[src/rtl/codificador_pt2262.sv]
// PT2262-compatible remote-control encoder: 8 address trits plus 4 data bits,
// serialised as pulse-width symbols followed by a sync gap, repeated while te is high.
module codificador_pt2262 #(
    parameter int unsigned ALPHA_CYC = 250,
    parameter int unsigned MIN_WORDS = 4
) (
    input  logic       clk,
    input  logic       reset,
    input  logic [7:0] A_01,
    input  logic [7:0] A_F,
    input  logic [3:0] D,
    input  logic       te,
    output logic       cod_o,
    output logic       busy
);

    typedef enum logic [1:0] {IDLE, BIT, SYNC} state_t;

    localparam logic [15:0] PRE_MAX = 16'(ALPHA_CYC - 1);
    localparam logic [3:0]  MIN_W   = 4'(MIN_WORDS);

    state_t      state_q, state_d;
    logic [15:0] pre_q, pre_d;
    logic [6:0]  acnt_q, acnt_d;
    logic [3:0]  bidx_q, bidx_d;
    logic [3:0]  wcnt_q, wcnt_d;
    logic [23:0] sr_q, sr_d;
    logic        cod_q, cod_d;
    logic        busy_q, busy_d;

    logic        tick;
    logic [3:0]  wcnt_inc;
    logic        half_long;
    logic [3:0]  hi_len;

    // Each trit is stored as {first half long, second half long}: 0=00, 1=11, F=01.
    function automatic logic [23:0] load_word(input logic [7:0] a01, input logic [7:0] af,
                                              input logic [3:0] d);
        logic [23:0] w;
        w = '0;
        for (int unsigned k = 0; k < 4; k++)
            w[2*k +: 2] = {d[k], d[k]};
        for (int unsigned i = 0; i < 8; i++)
            w[2*(i+4) +: 2] = af[i] ? 2'b01 : {a01[i], a01[i]};
        return w;
    endfunction

    always_ff @(posedge clk or negedge reset) begin
        if (!reset) begin
            state_q <= IDLE;
            pre_q   <= '0;
            acnt_q  <= '0;
            bidx_q  <= '0;
            wcnt_q  <= '0;
            sr_q    <= '0;
            cod_q   <= 1'b0;
            busy_q  <= 1'b0;
        end else begin
            state_q <= state_d;
            pre_q   <= pre_d;
            acnt_q  <= acnt_d;
            bidx_q  <= bidx_d;
            wcnt_q  <= wcnt_d;
            sr_q    <= sr_d;
            cod_q   <= cod_d;
            busy_q  <= busy_d;
        end
    end

    always_comb begin
        state_d  = state_q;
        pre_d    = pre_q;
        acnt_d   = acnt_q;
        bidx_d   = bidx_q;
        wcnt_d   = wcnt_q;
        sr_d     = sr_q;
        tick     = (pre_q == PRE_MAX);
        wcnt_inc = (wcnt_q == 4'd15) ? 4'd15 : wcnt_q + 4'd1;

        case (state_q)
            IDLE: begin
                pre_d  = '0;
                acnt_d = '0;
                bidx_d = '0;
                if (te) begin
                    sr_d    = load_word(A_01, A_F, D);
                    wcnt_d  = '0;
                    state_d = BIT;
                end
            end
            BIT: begin
                if (!tick) begin
                    pre_d = pre_q + 16'd1;
                end else begin
                    pre_d = '0;
                    if (acnt_q == 7'd31) begin
                        acnt_d = '0;
                        sr_d   = {sr_q[21:0], 2'b00};
                        if (bidx_q == 4'd11) begin
                            bidx_d  = '0;
                            state_d = SYNC;
                        end else begin
                            bidx_d = bidx_q + 4'd1;
                        end
                    end else begin
                        acnt_d = acnt_q + 7'd1;
                    end
                end
            end
            SYNC: begin
                if (!tick) begin
                    pre_d = pre_q + 16'd1;
                end else begin
                    pre_d = '0;
                    if (acnt_q == 7'd127) begin
                        acnt_d = '0;
                        wcnt_d = wcnt_inc;
                        if (te || (wcnt_inc < MIN_W)) begin
                            sr_d    = load_word(A_01, A_F, D);
                            state_d = BIT;
                        end else begin
                            state_d = IDLE;
                        end
                    end else begin
                        acnt_d = acnt_q + 7'd1;
                    end
                end
            end
            default: state_d = IDLE;
        endcase
    end

    // Outputs are derived from the next position so the registered level lines up with it.
    always_comb begin
        half_long = acnt_d[4] ? sr_d[22] : sr_d[23];
        hi_len    = half_long ? 4'd12 : 4'd4;
        cod_d     = 1'b0;
        case (state_d)
            BIT:     cod_d = (acnt_d[3:0] < hi_len);
            SYNC:    cod_d = (acnt_d < 7'd4);
            default: cod_d = 1'b0;
        endcase
        busy_d = (state_d != IDLE);
    end

    assign cod_o = cod_q;
    assign busy  = busy_q;

endmodule

[config.mk]
export PLATFORM = sky130hd
export DESIGN_NAME = codificador_pt2262
export DESIGN_NICKNAME = d
export VERILOG_FILES = /design/src/rtl/codificador_pt2262.sv
export SDC_FILE = /design/constraint.sdc
export NUM_CORES = 1
export LEC_CHECK = 0
export ABC_AREA = 1
export ABC_CLOCK_PERIOD_IN_PS = 3000
export BUFFER_PORTS_ARGS = -buffer_cell sky130_fd_sc_hd__buf_2
export CAP_MARGIN = 20
export CORE_ASPECT_RATIO = 1.2
export CORE_MARGIN = 8
export CORE_UTILIZATION = 35
export CTS_CLUSTER_SIZE = 12
export DETAILED_ROUTE_END_ITERATION = 16
export SYNTH_ARGS = -nofsm -noshare
export SYNTH_HDL_FRONTEND = slang
export SYNTH_SLANG_ARGS = --single-unit
[constraint.sdc]
create_clock -name clk -period 3 [get_ports clk]
set_input_delay 0.15 -clock clk [delete_from_list [all_inputs] [get_ports clk]]
set_output_delay 0.15 -clock clk [all_outputs]
set_load 0.01 [all_outputs]
==> results of run 1 <==
==> path summary, 6_finish.rpt <==
kind	to	slack (ps)	cells after the start	from
worst min register to register	pre_q[15]$_DFFE_PN0P_	470	1	pre_q[15]$_DFFE_PN0P_
worst max-delay path	cod_o$_DFF_PN0_	490	15	wcnt_q[0]$_DFFE_PN0P_
min in group asynchronous	pre_q[3]$_DFFE_PN0P_	340	2	reset
max in group asynchronous	sr_q[20]$_DFFE_PN0P_	1830	3	reset
worst max register to register	cod_o$_DFF_PN0_	490	15	wcnt_q[0]$_DFFE_PN0P_
worst min-delay path	sr_q[3]$_DFFE_PN0P_	160	5	D[1]
==> repair_timing <==
item,in CTS,in global routing
gates resized for setup,0,0
hold endpoints to repair,19,0
hold buffers,1,0
==> state kept, by name (all words and copies together) (netlist names) <==
name     flops
pre_q       16
sr_q        20
wcnt_q       4
cod_o        1
acnt_q       7
bidx_q       4
busy         1
state_q      2
==> power by group through the flow <==
stage	logic, W	clock network (W)	registers [W]
CTS	0.000694	0.000646	0.000962
floorplan	0.000523	0	0.000964
global placement	0.000674	0	0.000972
global route	0.000801	0.000677	0.000978
finish	0.000686	0.000626	0.000963
detailed placement	0.000686	0	0.000975
==> layout by cell type, fill, tap and decap left out, types with 5 or more instances in the layout <==
| cell type | synthesis | layout |
|---|---|---|
| nor2_1 | 50 | 50 |
| nor3_1 | 11 | 11 |
| dfrtp_1 | 55 | 55 |
| o21ai_0 | 21 | 21 |
| clkbuf_16 | 0 | 5 |
| nand3_1 | 31 | 31 |
| ha_1 | 13 | 13 |
| nand4_1 | 5 | 5 |
| a21oi_1 | 11 | 11 |
| inv_1 | 60 | 60 |
| nand2_1 | 178 | 178 |
| buf_2 | 3 | 24 |
| nand3b_1 | 8 | 8 |
==> per-layer routing <==
layer  up-vias  routed length, um  part of all wire  GRT usage
met1      1361               3530              0.47      0.151
met3        17                296             0.039     0.0254
met4         0                215             0.029     0.0589
met2        54               3480              0.46      0.193
met5         -                  0                 0          0
li1       1581                  -                 -          -
==> cells by family (layout without fill, tap and decap cells) <==
group,after synthesis,in the layout,share of synthesized area
compound gates,44,44,0.0763
xor+xnor,3,3,0.00767
fa+ha+maj,13,13,0.0474
buf+inv,72,99,0.0854
flops,55,55,0.401
simple gates,301,301,0.382
==> worst min-delay path, cell delays in order <==
cell     delay [ps]
buf_2            80
nand2_1          50
nand2_1          50
nand2_1          50
nand2_1          50
==> layout make-up <==
cell class,instances,area share
inverters,63,0.0616
flip-flops and latches,55,0.359
repair buffers,28,0.0398
clock inverters,1,0.00196
well taps,123,0.0401
clock buffers,7,0.0398
multi-input cells,361,0.458
==> per-stage QoR <==
| stage | power (W) | util | setup slack, ps | area [um2] |
|---|---|---|---|---|
| after CTS | 0.00230 | 0.403 | 501 | 3840 |
| final | 0.00228 | 0.403 | 489 | 3840 |
| after floorplan | 0.00149 | - | 953 | 3430 |
| after detailed placement | 0.00166 | 0.386 | 529 | 3670 |
| after global routing | 0.00246 | 0.403 | 213 | 3840 |
| after global placement | 0.00165 | 0.386 | 662 | 3670 |
==> impl_metrics.env, run 1 <==
export IMPL_clockPowerShare=0.275
export IMPL_synth_area_leaders="dfrtp_1 (40%), nand2_1 (19%), inv_1 (6.6%), nor2_1 (5.5%), ha_1 (4.7%)"
export IMPL_switching_share=0.355
export IMPL_pwr_density_cell_nw_per_um2=593
export IMPL_path_cells="ha_1 -> nand3_1 -> nand2_1 -> o21bai_4 -> nand3_1 -> nand2_2 -> inv_1 -> nand2_1 -> nand2_1 -> inv_1 -> ha_1 -> inv_1 -> nor2_1 -> nand2_1 -> a21oi_1"
export IMPL_die_w_um=106
export IMPL_worst_clock_skew_ps=6.93
export IMPL_seq_power_share=0.423
export IMPL_min_period_ps=2510
export IMPL_nFillCells=1013
export IMPL_numPortBuffers=24
export IMPL_yosysSeqAreaShare=0.401
export IMPL_path_max_fanout=18
export IMPL_drtAntennaViolNets=0
export IMPL_ys_async_sr_fraction=1.00
export IMPL_cp_top_family="simple AND/OR/NAND/NOR gates"
export IMPL_grt_usage=0.121
export IMPL_power_net_switching_w=0.000808
export IMPL_setup_violations=0
export IMPL_power_frac_comb=0.302
export IMPL_hold_slack_ps=157
export IMPL_timing_slew_headroom=0.563
export IMPL_synth_most_common_cell="nand2_1"
export IMPL_hold_violations=0
export IMPL_fp_dieH_um=124
export IMPL_synthCells=488
export IMPL_place_gp_congestion=0.870
export IMPL_critical_path_endpoint_type="flip-flop"
export IMPL_routed_wl_mm=7.53
export IMPL_worstMarginPinSlew_ps=650
export IMPL_ys_ff_latch=55
export IMPL_num_rows=39
export IMPL_rsz0062_at_grt="no"
export IMPL_grt_ovfl_total=0
export IMPL_synth_nets=524
export IMPL_multi_input_area_um2=1760
export IMPL_fin_setup_tns_ps=0
export IMPL_htreeDepth=2
export IMPL_hpwl_mm=5.67
export IMPL_area_delta_synth_final_pct=12.0
export IMPL_grt_max_degree=37
export IMPL_cp_start_kind="flip-flop"
export IMPL_cts_sinks=55
export IMPL_grt_pass1_wl_mm=13.4
export IMPL_cts_setup_buffers=0
export IMPL_drc=0
export IMPL_synth_distinct_cells=40
export IMPL_max_stage_delay_ps=420
export IMPL_grt_pass1_vias=3040
export IMPL_dp_cells=629
export IMPL_post_route_period_util=0.837
export IMPL_p_leak_nw=2.06
export IMPL_antenna_found_initial=0
export IMPL_clk_pin_slew_ps=70
export IMPL_vdd_drop_max_mv=0.241
export IMPL_hp_class="primary input to flip-flop"
export IMPL_cts_path_max_buffers=2
export IMPL_ys_warn_count=0
export IMPL_clock_latency_ps=300
export IMPL_path_common_cell="nand2_1"
export IMPL_via_per_inst=4.72
export IMPL_netlist_area_um2=3430
export IMPL_seqCellArea_um2=1380
export IMPL_drt_pass1_iterations=4
export IMPL_max_cap_violations=0
export IMPL_slew_violations=0
export IMPL_drtIter0Drc=179
export IMPL_crit_arrival_ps=2740
export IMPL_yosys_area_top_type_share=0.401
export IMPL_power_internal_w=0.00147
export IMPL_worst_path_buf_inv=3
export IMPL_num_antenna_cells=0
export IMPL_synthTopCellsByCount="nand2_1 (178), inv_1 (60), dfrtp_1 (55)"
export IMPL_wl_per_cell_um=11.8
export IMPL_synth_edf_count=0
export IMPL_syn_avg_cell_area_um2=7.03
export IMPL_cts_tree="built"
export IMPL_fin_cells=638
export IMPL_status="finished clean"
export IMPL_core_um2=9520
export IMPL_max_clock_freq_mhz=398
export IMPL_start_util=0.360
export IMPL_synth_top_area_cell="dfrtp_1"
export IMPL_nets=550
export IMPL_cts_root_buf="clkbuf_16"
export IMPL_synth_top_flop_cell="dfrtp_1"
export IMPL_num_vias=3013
export IMPL_cts_made_buffers=5
export IMPL_die_area_um2=13200
export IMPL_ios=25
export IMPL_cp_required_ps=3220
export IMPL_cp_slowest_cell="dfrtp_1"
export IMPL_path_class="flip-flop to flip-flop"
export IMPL_drive_above_1_share=0.103
Power figures use the tool's default switching activity.
==> run 2, diff against run 1 <==
--- a/config.mk
+++ b/config.mk
@@ -5,8 +5,8 @@
 export SDC_FILE = /design/constraint.sdc
 export NUM_CORES = 1
 export LEC_CHECK = 0
-export ABC_AREA = 1
-export ABC_CLOCK_PERIOD_IN_PS = 3000
+export ABC_AREA = 0
+export ABC_CLOCK_PERIOD_IN_PS = 2400
 export BUFFER_PORTS_ARGS = -buffer_cell sky130_fd_sc_hd__buf_2
 export CAP_MARGIN = 20
 export CORE_ASPECT_RATIO = 1.2
==> constraint.sdc (replaced) <==
create_clock -name clk -period 2.4 [get_ports clk]
set_input_delay 0.12 -clock clk [delete_from_list [all_inputs] [get_ports clk]]
set_output_delay 0.12 -clock clk [all_outputs]
set_load 0.01 [all_outputs]
==> run 2 against run 1 <==
The run now ends with setup timing left. Clock skew is 3.9 ps lower. Clock power is 24% higher. Count of clock-buffer cells in the layout rose by 1. Sequential power is 25% higher. Critical path type unchanged.
==> impl_metrics.env, run 2 <==
export IMPL_num_vias=3058
export IMPL_yosysSeqAreaShare=0.418
export IMPL_cts_sinks=55
export IMPL_grt_pass1_wl_mm=14.6
export IMPL_synth_most_common_cell="dfrtp_1"
export IMPL_synth_distinct_cells=55
export IMPL_num_antenna_cells=0
export IMPL_drt_pass1_iterations=4
export IMPL_place_gp_congestion=0.830
export IMPL_path_class="flip-flop to flip-flop"
export IMPL_rsz0062_at_grt="yes"
export IMPL_cts_made_buffers=5
export IMPL_drive_above_1_share=0.291
export IMPL_drtAntennaViolNets=0
export IMPL_crit_arrival_ps=2930
export IMPL_cts_tree="built"
export IMPL_status="finished, violations left"
export IMPL_wl_per_cell_um=14.7
export IMPL_max_cap_violations=0
export IMPL_nFillCells=902
export IMPL_timing_slew_headroom=0.726
export IMPL_synthTopCellsByCount="dfrtp_1 (55), nor2_1 (39), o31ai_1 (39)"
export IMPL_fin_setup_tns_ps=-3980
export IMPL_netlist_area_um2=3290
export IMPL_hpwl_mm=6.23
export IMPL_nets=489
export IMPL_hp_class="primary input to flip-flop"
export IMPL_final_cell_mix="buf_4 (77), dfrtp_1 (55), nor2_1 (39)"
export IMPL_critical_path_endpoint_type="flip-flop"
export IMPL_drc=0
export IMPL_synthCells=361
export IMPL_path_max_fanout=12
export IMPL_r2r_setup_slack_ps=-320
export IMPL_violations="setup timing"
export IMPL_synth_top_area_cell="dfrtp_1"
export IMPL_die_w_um=105
export IMPL_fin_cells=577
export IMPL_htreeDepth=2
export IMPL_p_leak_nw=2.02
export IMPL_synth_top_flop_cell="dfrtp_1"
export IMPL_design_power_total_w=0.00319
export IMPL_max_clock_freq_mhz=368
export IMPL_cts_root_buf="clkbuf_16"
export IMPL_cp_start_kind="flip-flop"
export IMPL_ios=25
export IMPL_setup_violations=19
export IMPL_vdd_drop_max_mv=0.302
export IMPL_area_delta_synth_final_pct=32.5
export IMPL_post_route_period_util=1.13
export IMPL_pwr_density_cell_nw_per_um2=731
export IMPL_clock_latency_ps=290
export IMPL_antenna_found_initial=0
export IMPL_min_period_ps=2720
export IMPL_hold_violations=0
export IMPL_worst_clock_skew_ps=3.04
export IMPL_ys_ff_latch=55
export IMPL_via_per_inst=5.30
export IMPL_top_regs="sr_q: 20 flops, pre_q: 16 flops, acnt_q: 7 flops"
export IMPL_cp_required_ps=2620
export IMPL_cts_path_max_buffers=2
export IMPL_grt_usage=0.139
export IMPL_yosys_area_top_type_share=0.418
export IMPL_core_um2=9320
export IMPL_synth_nets=397
export IMPL_largest_reg_flops=20
export IMPL_grt_pass1_vias=3127
export IMPL_slew_violations=0
export IMPL_ys_async_sr_fraction=1.00
export IMPL_seqCellArea_um2=1380
export IMPL_drtIter0Drc=100
export IMPL_grt_max_degree=40
export IMPL_clk_pin_slew_ps=70
export IMPL_syn_avg_cell_area_um2=9.12
export IMPL_numPortBuffers=24
export IMPL_dp_cells=563
export IMPL_ys_warn_count=0
export IMPL_multi_input_area_um2=1850
export IMPL_synth_edf_count=0
export IMPL_grt_ovfl_total=0
export IMPL_synth_area_leaders="dfrtp_1 (42%), o31ai_1 (8.9%), ha_1 (4.9%), nor2_1 (4.4%), nand2_1 (3.1%)"
export IMPL_start_util=0.353
export IMPL_layout_commonest_cell="buf_4"
export IMPL_top_register="sr_q"
export IMPL_fp_dieH_um=122
export IMPL_worstMarginPinSlew_ps=406
export IMPL_worst_slack_ps=-317
export IMPL_num_rows=39
export IMPL_die_area_um2=12800
export IMPL_routed_wl_mm=8.51
[run 2: worst max-delay path, stage by stage (launching register included)]
cell     delay [ps]
dfrtp_1         380
inv_1            50
ha_1            140
nor3b_2         170
nand4_1         140
buf_4           220
o21ai_1         170
o21ai_1         110
o31a_1          300
o32ai_2         280
ha_2            320
or2_4           220
a22oi_1         140
[run 2: final timing paths]
kind / end / start / depth (start not counted)
min: sr_q[7]$_DFFE_PN0P_ / D[3] / 3
max: cod_o$_DFF_PN0_ / pre_q[1]$_DFFE_PN0P_ / 12
min reg2reg: sr_q[19]$_DFFE_PN0P_ / sr_q[19]$_DFFE_PN0P_ / 2
max in group asynchronous: sr_q[15]$_DFFE_PN0P_ / reset / 3
min in group asynchronous: busy$_DFF_PN0_ / reset / 2
max reg2reg: cod_o$_DFF_PN0_ / pre_q[1]$_DFFE_PN0P_ / 12
[run 2: metal layers]
layer	global-route usage	wire (um)
met3	0.0200	242
met1	0.156	3670
met4	0.0589	159
met2	0.257	4440
met5	0	0
[run 2: metrics by stage]
step / utilization / hold slack [ps] / worst slack, ps / area (um2)
2_1_floorplan: - / -176 / -290 / 3380
3_3_place_gp: 0.441 / -3.19 / -348 / 4110
3_5_place_dp: 0.441 / -4.34 / -459 / 4110
4_1_cts: 0.464 / 181 / -359 / 4330
5_1_grt: 0.468 / 192 / -521 / 4360
6_report: 0.468 / 173 / -317 / 4360
[run 2: what timing repair did]
| item | in CTS | in global routing |
|---|---|---|
| pin swaps | 7 | 1 |
| resized for setup | 3 | 7 |
| hold endpoints to repair | 8 | 0 |
| hold buffers | 1 | 0 |
| setup buffers | 5 | 0 |
| endpoints found under the setup margin | 19 | 22 |
[run 2: kinds of logic (layout without fill, tap and decap cells)]
family,Yosys count,after routing,share of synthesized area
and+or+nand+nor,120,120,0.187
AOI/OAI and AO/OA,115,115,0.244
muxes,6,6,0.0194
adders and majority gates,13,13,0.0494
buffers and inverters,41,134,0.0524
xor gates and xnor gates,11,11,0.0293
DFF,55,55,0.418
[run 2: cell type report]
cell class,count,area share
inverters,22,0.0192
well taps,123,0.0353
repair buffers,104,0.169
multi-input cells,265,0.425
flip-flops and latches,55,0.315
clock buffers,8,0.0358
[run 2: report_power, final]
part	switching, W	total [W]	internal [W]
combinational	0.000643	0.00121	0.000572
sequential	0.0000975	0.00120	0.00110
clock	0.000332	0.000777	0.000446
